===== src/rtl/clock_ctrl_pkg.sv =====
// Shared types and constants for the digital clock time-setting controller.
// State encoding and blank-mask digit positions.
package clock_ctrl_pkg;

   typedef enum logic [1:0] {
      RUN   = 2'd0,
      SET_H = 2'd1,
      SET_M = 2'd2
   } state_t;

   localparam int DIG_SU = 0;
   localparam int DIG_ST = 1;
   localparam int DIG_MU = 2;
   localparam int DIG_MT = 3;
   localparam int DIG_HU = 4;
   localparam int DIG_HT = 5;

   function automatic logic [5:0] blank_mask(input state_t s, input logic ph);
      logic [5:0] m;
      m = '0;
      case (s)
         SET_H: begin
            m[DIG_HT] = ph;
            m[DIG_HU] = ph;
         end
         SET_M: begin
            m[DIG_MT] = ph;
            m[DIG_MU] = ph;
         end
         default: m = '0;
      endcase
      // seconds digits never blink
      m[DIG_ST] = 1'b0;
      m[DIG_SU] = 1'b0;
      return m;
   endfunction

endpackage


===== src/rtl/key_repeat.sv =====
// Key edge detector with hold-to-repeat; pulse is combinational from
// registered state so the parent can register it as its strobe.
module key_repeat #(
   parameter int REPEAT_DLY = 25_000_000,
   parameter int REPEAT_PER = 5_000_000
) (
   input  logic clk,
   input  logic rst,
   input  logic en,
   input  logic lvl,
   input  logic clr,
   output logic pulse
);

   localparam int MAXC = (REPEAT_DLY > REPEAT_PER) ? REPEAT_DLY : REPEAT_PER;
   localparam int CW = $clog2(MAXC + 1);
   localparam logic [CW-1:0] LIM_D = CW'(REPEAT_DLY - 1);
   localparam logic [CW-1:0] LIM_P = CW'(REPEAT_PER - 1);
   localparam logic [CW-1:0] SAT = CW'(MAXC);

   logic          s;
   logic          h;
   logic          armed;
   logic          first;
   logic [CW-1:0] cnt;
   logic          rise;
   logic          hit;

   always_comb begin
      rise  = s & ~h;
      hit   = armed & s & (cnt == (first ? LIM_D : LIM_P));
      pulse = en & ~clr & (rise | hit);
   end

   always_ff @(posedge clk) begin
      if (rst) begin
         s     <= 1'b0;
         h     <= 1'b0;
         armed <= 1'b0;
         first <= 1'b0;
         cnt   <= '0;
      end else begin
         s <= lvl;
         h <= s;
         if (!en || clr || !s) begin
            armed <= 1'b0;
            first <= 1'b0;
            cnt   <= '0;
         end else if (pulse) begin
            armed <= 1'b1;
            first <= rise;
            cnt   <= '0;
         end else if (armed && cnt != SAT) begin
            cnt <= cnt + 1'b1;
         end
      end
   end

endmodule


===== src/rtl/clock_set_ctrl.sv =====
// Time-setting controller: run/set FSM, increment strobes, blink and timeout.
// Sits between the key debouncers and the counter/scan datapath.
module clock_set_ctrl
   import clock_ctrl_pkg::*;
#(
   parameter int REPEAT_DLY = 25_000_000,
   parameter int REPEAT_PER = 5_000_000,
   parameter int BLINK_HALF = 12_500_000,
   parameter int TIMEOUT_S  = 10
) (
   input  logic       clk,
   input  logic       rst,
   input  logic       mode_lvl,
   input  logic       inc_lvl,
   input  logic       tick_1hz,
   output logic       sec_en,
   output logic       inc_h,
   output logic       inc_m,
   output logic       clr_s,
   output logic [1:0] mode,
   output logic [5:0] blank
);

   localparam int TW = $clog2(TIMEOUT_S + 1);
   localparam int BW = (BLINK_HALF > 1) ? $clog2(BLINK_HALF) : 1;

   state_t        state;
   state_t        nxt;
   logic          m_s;
   logic          m_h;
   logic          mode_rise;
   logic          en;
   logic          tmo;
   logic          chg;
   logic          pulse;
   logic          phase;
   logic          ph_n;
   logic [BW-1:0] bcnt;
   logic [BW-1:0] bc_n;
   logic [TW-1:0] tcnt;

   always_comb begin
      mode_rise = m_s & ~m_h;
      en = (state == SET_H) || (state == SET_M);
      // a strobe in flight counts as key activity
      tmo = en & tick_1hz & ~mode_rise & ~(inc_h | inc_m)
          & (tcnt == TW'(TIMEOUT_S - 1));
      nxt = state;
      if (mode_rise) begin
         case (state)
            RUN:     nxt = SET_H;
            SET_H:   nxt = SET_M;
            default: nxt = RUN;
         endcase
      end else if (tmo || !en) begin
         nxt = RUN;
      end
      chg = (nxt != state);
   end

   always_comb begin
      ph_n = phase;
      bc_n = bcnt + 1'b1;
      if (chg || pulse) begin
         ph_n = 1'b0;
         bc_n = '0;
      end else if (bcnt == BW'(BLINK_HALF - 1)) begin
         ph_n = ~phase;
         bc_n = '0;
      end
   end

   key_repeat #(
      .REPEAT_DLY(REPEAT_DLY),
      .REPEAT_PER(REPEAT_PER)
   ) u_inc (
      .clk  (clk),
      .rst  (rst),
      .en   (en),
      .lvl  (inc_lvl),
      .clr  (chg),
      .pulse(pulse)
   );

   always_ff @(posedge clk) begin
      if (rst) begin
         state <= RUN;
         m_s   <= 1'b0;
         m_h   <= 1'b0;
         inc_h <= 1'b0;
         inc_m <= 1'b0;
         clr_s <= 1'b0;
         blank <= '0;
         phase <= 1'b0;
         bcnt  <= '0;
         tcnt  <= '0;
      end else begin
         m_s   <= mode_lvl;
         m_h   <= m_s;
         state <= nxt;
         inc_h <= pulse & (state == SET_H);
         inc_m <= pulse & (state == SET_M);
         clr_s <= mode_rise & (state == SET_M);
         phase <= ph_n;
         bcnt  <= bc_n;
         blank <= blank_mask(nxt, ph_n);
         if (!en || chg || inc_h || inc_m)
            tcnt <= '0;
         else if (tick_1hz)
            tcnt <= tcnt + 1'b1;
      end
   end

   assign mode   = state;
   assign sec_en = tick_1hz & (state == RUN);

endmodule


===== config.mk =====
export PLATFORM = sky130hd
export DESIGN_NAME = clock_set_ctrl
export DESIGN_NICKNAME = d
export VERILOG_FILES = /design/src/rtl/clock_ctrl_pkg.sv /design/src/rtl/key_repeat.sv /design/src/rtl/clock_set_ctrl.sv
export SDC_FILE = /design/constraint.sdc
export NUM_CORES = 1
export LEC_CHECK = 0
export BUFFER_PORTS_ARGS = -buffer_cell sky130_fd_sc_hd__buf_4
export CORE_MARGIN = 3
export CORE_UTILIZATION = 55
export CTS_CLUSTER_DIAMETER = 150
export DETAILED_ROUTE_END_ITERATION = 16
export HOLD_SLACK_MARGIN = 0.12
export PLACE_DENSITY_LB_ADDON = 0.3
export REMOVE_ABC_BUFFERS = 1
export SLEW_MARGIN = 20
export SYNTH_ARGS = -nofsm -noshare
export SYNTH_HDL_FRONTEND = slang
export SYNTH_SLANG_ARGS = --single-unit
export TNS_END_PERCENT = 5

===== constraint.sdc =====
create_clock -name clk -period 1.9 [get_ports clk]
set_input_delay 0.285 -clock clk [delete_from_list [all_inputs] [get_ports clk]]
set_output_delay 0.285 -clock clk [all_outputs]
set_load 0.1 [all_outputs]

==> impl_metrics.csv <==
group,metric,value,unit
run_status,status,"complete, no violations",
clock_tree,numCtsBuffers,9,
clock_tree,clk_latency,0.34,ns
finish,instances_no_fill,478,
sta,fmax,550.3,MHz
setup_path,start_kind,"register",
setup_path,rr_endpoint,"bcnt[17]$_SDFF_PP0_",
yosys,ys_seq_area_share,41.78,%
global_route,grt_pass1_wl,11590,µm
setup_path,r2r_cells,6,
route,wl_per_cell,14.38,µm
route,dr.pass1.iters,4,
yosys,synth_area_leaders,"dfxtp_1 (42%), xor2_1 (6.8%), xnor2_1 (6.3%)",
setup_path,path_buf_inv,1,
yosys,yosysTopAreaCellShare,41.78,%
finish,drive_gt1_share,23.65,%
yosys,synth-edff-count,0,
finish,finalInstanceArea,3864,µm²
setup_path,crit_type,"reg2reg",
worst_hold_path,hold_path_class,"in2reg",
setup_path,rr_startpoint,"u_inc.cnt[16]$_SDFFE_PP0P_",
clock_tree,cts-htree-levels,3,
die,die_w,82.40,µm
route,drtIter0Drc,104,
worst_hold_path,worstHoldEndpoint,"m_s$_SDFF_PP0_",
placed_design,dpl-instance-area,3632,µm²
sta,fin_skew,0.009913,ns
die,die_area,6790,µm²
flow_run,max_cap_viol_count,0,
yosys,ys_ff_latch,67,
route,vias,2613,
finish,nNetsFinal,415,
setup_path,crit_chain,"nor4bb_1 > and3_1 > o2111ai_2 > a21oi_4 > buf_12 > nor3_1",
global_route,grt_max_degree,25,
placed_design,io_buffers,14,
sta,hold_viol,0,
setup_path,arrival,2.04,ns
sta,period_share,95.65,%
yosys,synth_top_flop_cell,"dfxtp_1",
yosys,synth_warnings,0,
setup_path,end_kind,"register",
route,drc_errors,0,
setup_path,cp.required,2.12,ns
yosys,syn_inst,353,
sta,grt_setup_unrepaired,"true",
clock_tree,cts.path.max_buffers,2,
placed_design,place_congestion,0.8381,
clock_tree,post-cts-setup-buffer-count,0,
finish,syn_to_final_growth,20.34,%
worst_hold_path,hold_start,"mode_lvl",
placed_design,placed_cells,462,
yosys,netlist.top_cell.by_area,"dfxtp_1",
setup_path,crit_path_max_incr_delay,0.41,ns
die,core_area,5574,µm²
worst_hold_path,holdPathStages,2,
route,routed_wl,6872,µm
global_route,first_global_vias,2655,
yosys,syn_area,3211,µm²
route,final_antenna_net_count,0,
clock_tree,cts_num_sinks,67,
sta,finalSetupViolations,0,
die,rows,27,
setup_path,crit_family,"simple AND/OR/NAND/NOR gates",
die,initial_utilization,57.60,%
setup_path,slowest_stage,"nor4bb_1",
setup_path,crit_path_max_fanout,24,
global_route,grt_overflow,0,
route,vias_per_cell,5.467,
yosys,async_flop_share,0,%
yosys,yosysMostFrequentCell,"dfxtp_1",
sta,finalCriticalPeriod,1.817,ns
setup_path,r2r_slack,0.08,ns
yosys,syn_area_per_cell,9.095,µm²
finish,insertedDiodeCount,0,
placed_design,place_hpwl,4741,µm
clock_tree,cts_root_buf,"clkbuf_8",
yosys,ys_top_cells_by_count,"dfxtp_1 (67), nor2_1 (42), nor3_1 (25), xor2_1 (25), xnor2_1 (23)",
global_route,antenna_found_initial,0,
sta,maxSlewViolCount,0,
power,p_leak,0.001367,µW
power,ir_drop,415.4,µV
power,cellPowerDensity,690.7,nW/µm²
clock_tree,cts_tree,"built",
die,die_h,82.40,µm
clock_tree,clk_pin_slew,0.08,ns
yosys,ys_types,50,
clock_tree,hold_buffers,0,
global_route,grt_use_total,22.01,%
die,pin_count,17,
[cell usage in the layout, fill, tap and decap left out, types with 2 or more instances in the layout]
master	count
nor2b_1	5
nand4b_1	2
nor2_1	41
nor3_1	24
nand2b_1	3
a21oi_4	2
clkbuf_8	11
a211oi_1	2
conb_1	2
o22a_1	2
or4_4	2
inv_1	10
nand4_1	18
clkinv_2	2
xor2_1	25
nand4_2	2
nand3b_1	2
and4_1	4
clkinvlp_4	2
inv_2	2
buf_4	46
nand3_1	16
dfxtp_1	66
nand2_1	20
and3_1	7
ha_1	8
nor4_1	4
nor3b_1	3
xnor2_1	23
and2_1	2
or2_2	2
buf_12	3
nor3_2	9
a21oi_1	7
nor4_2	4
[metrics by stage]
stage / hold slack (ns) / TNS [ns] / worst slack, ns / util, % / total power [µW]
global route: 0.1654 / -0.06280 / -0.01771 / 69.32 / 2765
detailed placement: 0.4581 / 0 / 0.03048 / 65.16 / 1612
CTS: 0.1513 / 0 / 0.01224 / 68.40 / 2678
global placement: 0.4554 / 0 / 0.04373 / 65.16 / 1610
finish: 0.1523 / 0 / 0.08265 / 69.32 / 2669
floorplan: 0.3541 / -40.96 / -0.8121 / - / 1549
[routing by layer]
layer  part of all wire (%)  global-route usage (%)  vias to the layer above
met2                     51                   39.02                       25
met1                     44                   25.69                     1243
met4                    2.0                   9.635                        0
met3                    2.3                   4.013                       15
li1                       -                       -                     1330
met5                      0                       0                        -
[area by class of cell]
type                    count  area [µm²]
multi-input cells         261        1789
fillers                   454        1710
flip-flops and latches     67        1343
repair buffers             50       416.7
clock buffers              12       155.1
well taps                  72       90.09
inverters                  12       45.04
clock inverters             4       25.02
[power by group]
part	switching (µW)	internal (µW)
sequential	9.49	1420
combinational	104	57.8
clock	541	541
[worst register-to-register path, stage by stage (launching register included)]
cell       delay [ns]
dfxtp_1          0.36
nor4bb_1         0.41
and3_1           0.23
o2111ai_2        0.20
a21oi_4          0.22
buf_12           0.19
nor3_1           0.08
[repair_timing]
item                       CTS  global route
setup endpoints to repair   13            53
pin swaps                    0             2
gates resized for setup      1            14
[registers in the layout, summed over array words and instances (netlist names)]
register,count
clr_s,1
tcnt,4
u_inc.cnt,25
u_inc.h,1
u_inc.armed,1
m_h,1
blank,2
inc_m,1
mode,2
u_inc.first,1
inc_h,1
u_inc.s,1
bcnt,24
m_s,1
phase,1
[how the worst max path moves through the flow]
stage | start | endpoint | slack (ns) | cells after the start
after CTS | bcnt[9]$_SDFF_PP0_ | bcnt[19]$_SDFF_PP0_ | 0.01 | 5
after global routing | mode[0]$_SDFF_PP0_ | bcnt[17]$_SDFF_PP0_ | -0.02 | 8
after global placement | tcnt[0]$_SDFFE_PP0P_ | bcnt[10]$_SDFF_PP0_ | 0.04 | 7
after floorplan | mode[0]$_SDFF_PP0_ | inc_m$_SDFF_PP0_ | -0.81 | 6
after detailed placement | tcnt[0]$_SDFFE_PP0P_ | bcnt[5]$_SDFF_PP0_ | 0.03 | 7
final | u_inc.cnt[16]$_SDFFE_PP0P_ | bcnt[17]$_SDFF_PP0_ | 0.08 | 6
[logic make-up after synthesis]
| kind of cell | synth area share [%] |
|---|---|
| AO/OA/AOI/OAI | 4.832 |
| XOR/XNOR | 13.09 |
| adder cells (fa/ha/maj) | 3.507 |
| buffers and inverters | 4.053 |
| flip-flops | 41.78 |
| multiplexers | 0.3118 |
| other | 0.1168 |
| AND/OR/NAND/NOR | 32.31 |
Note: power is estimated with default switching activity, not from simulation.
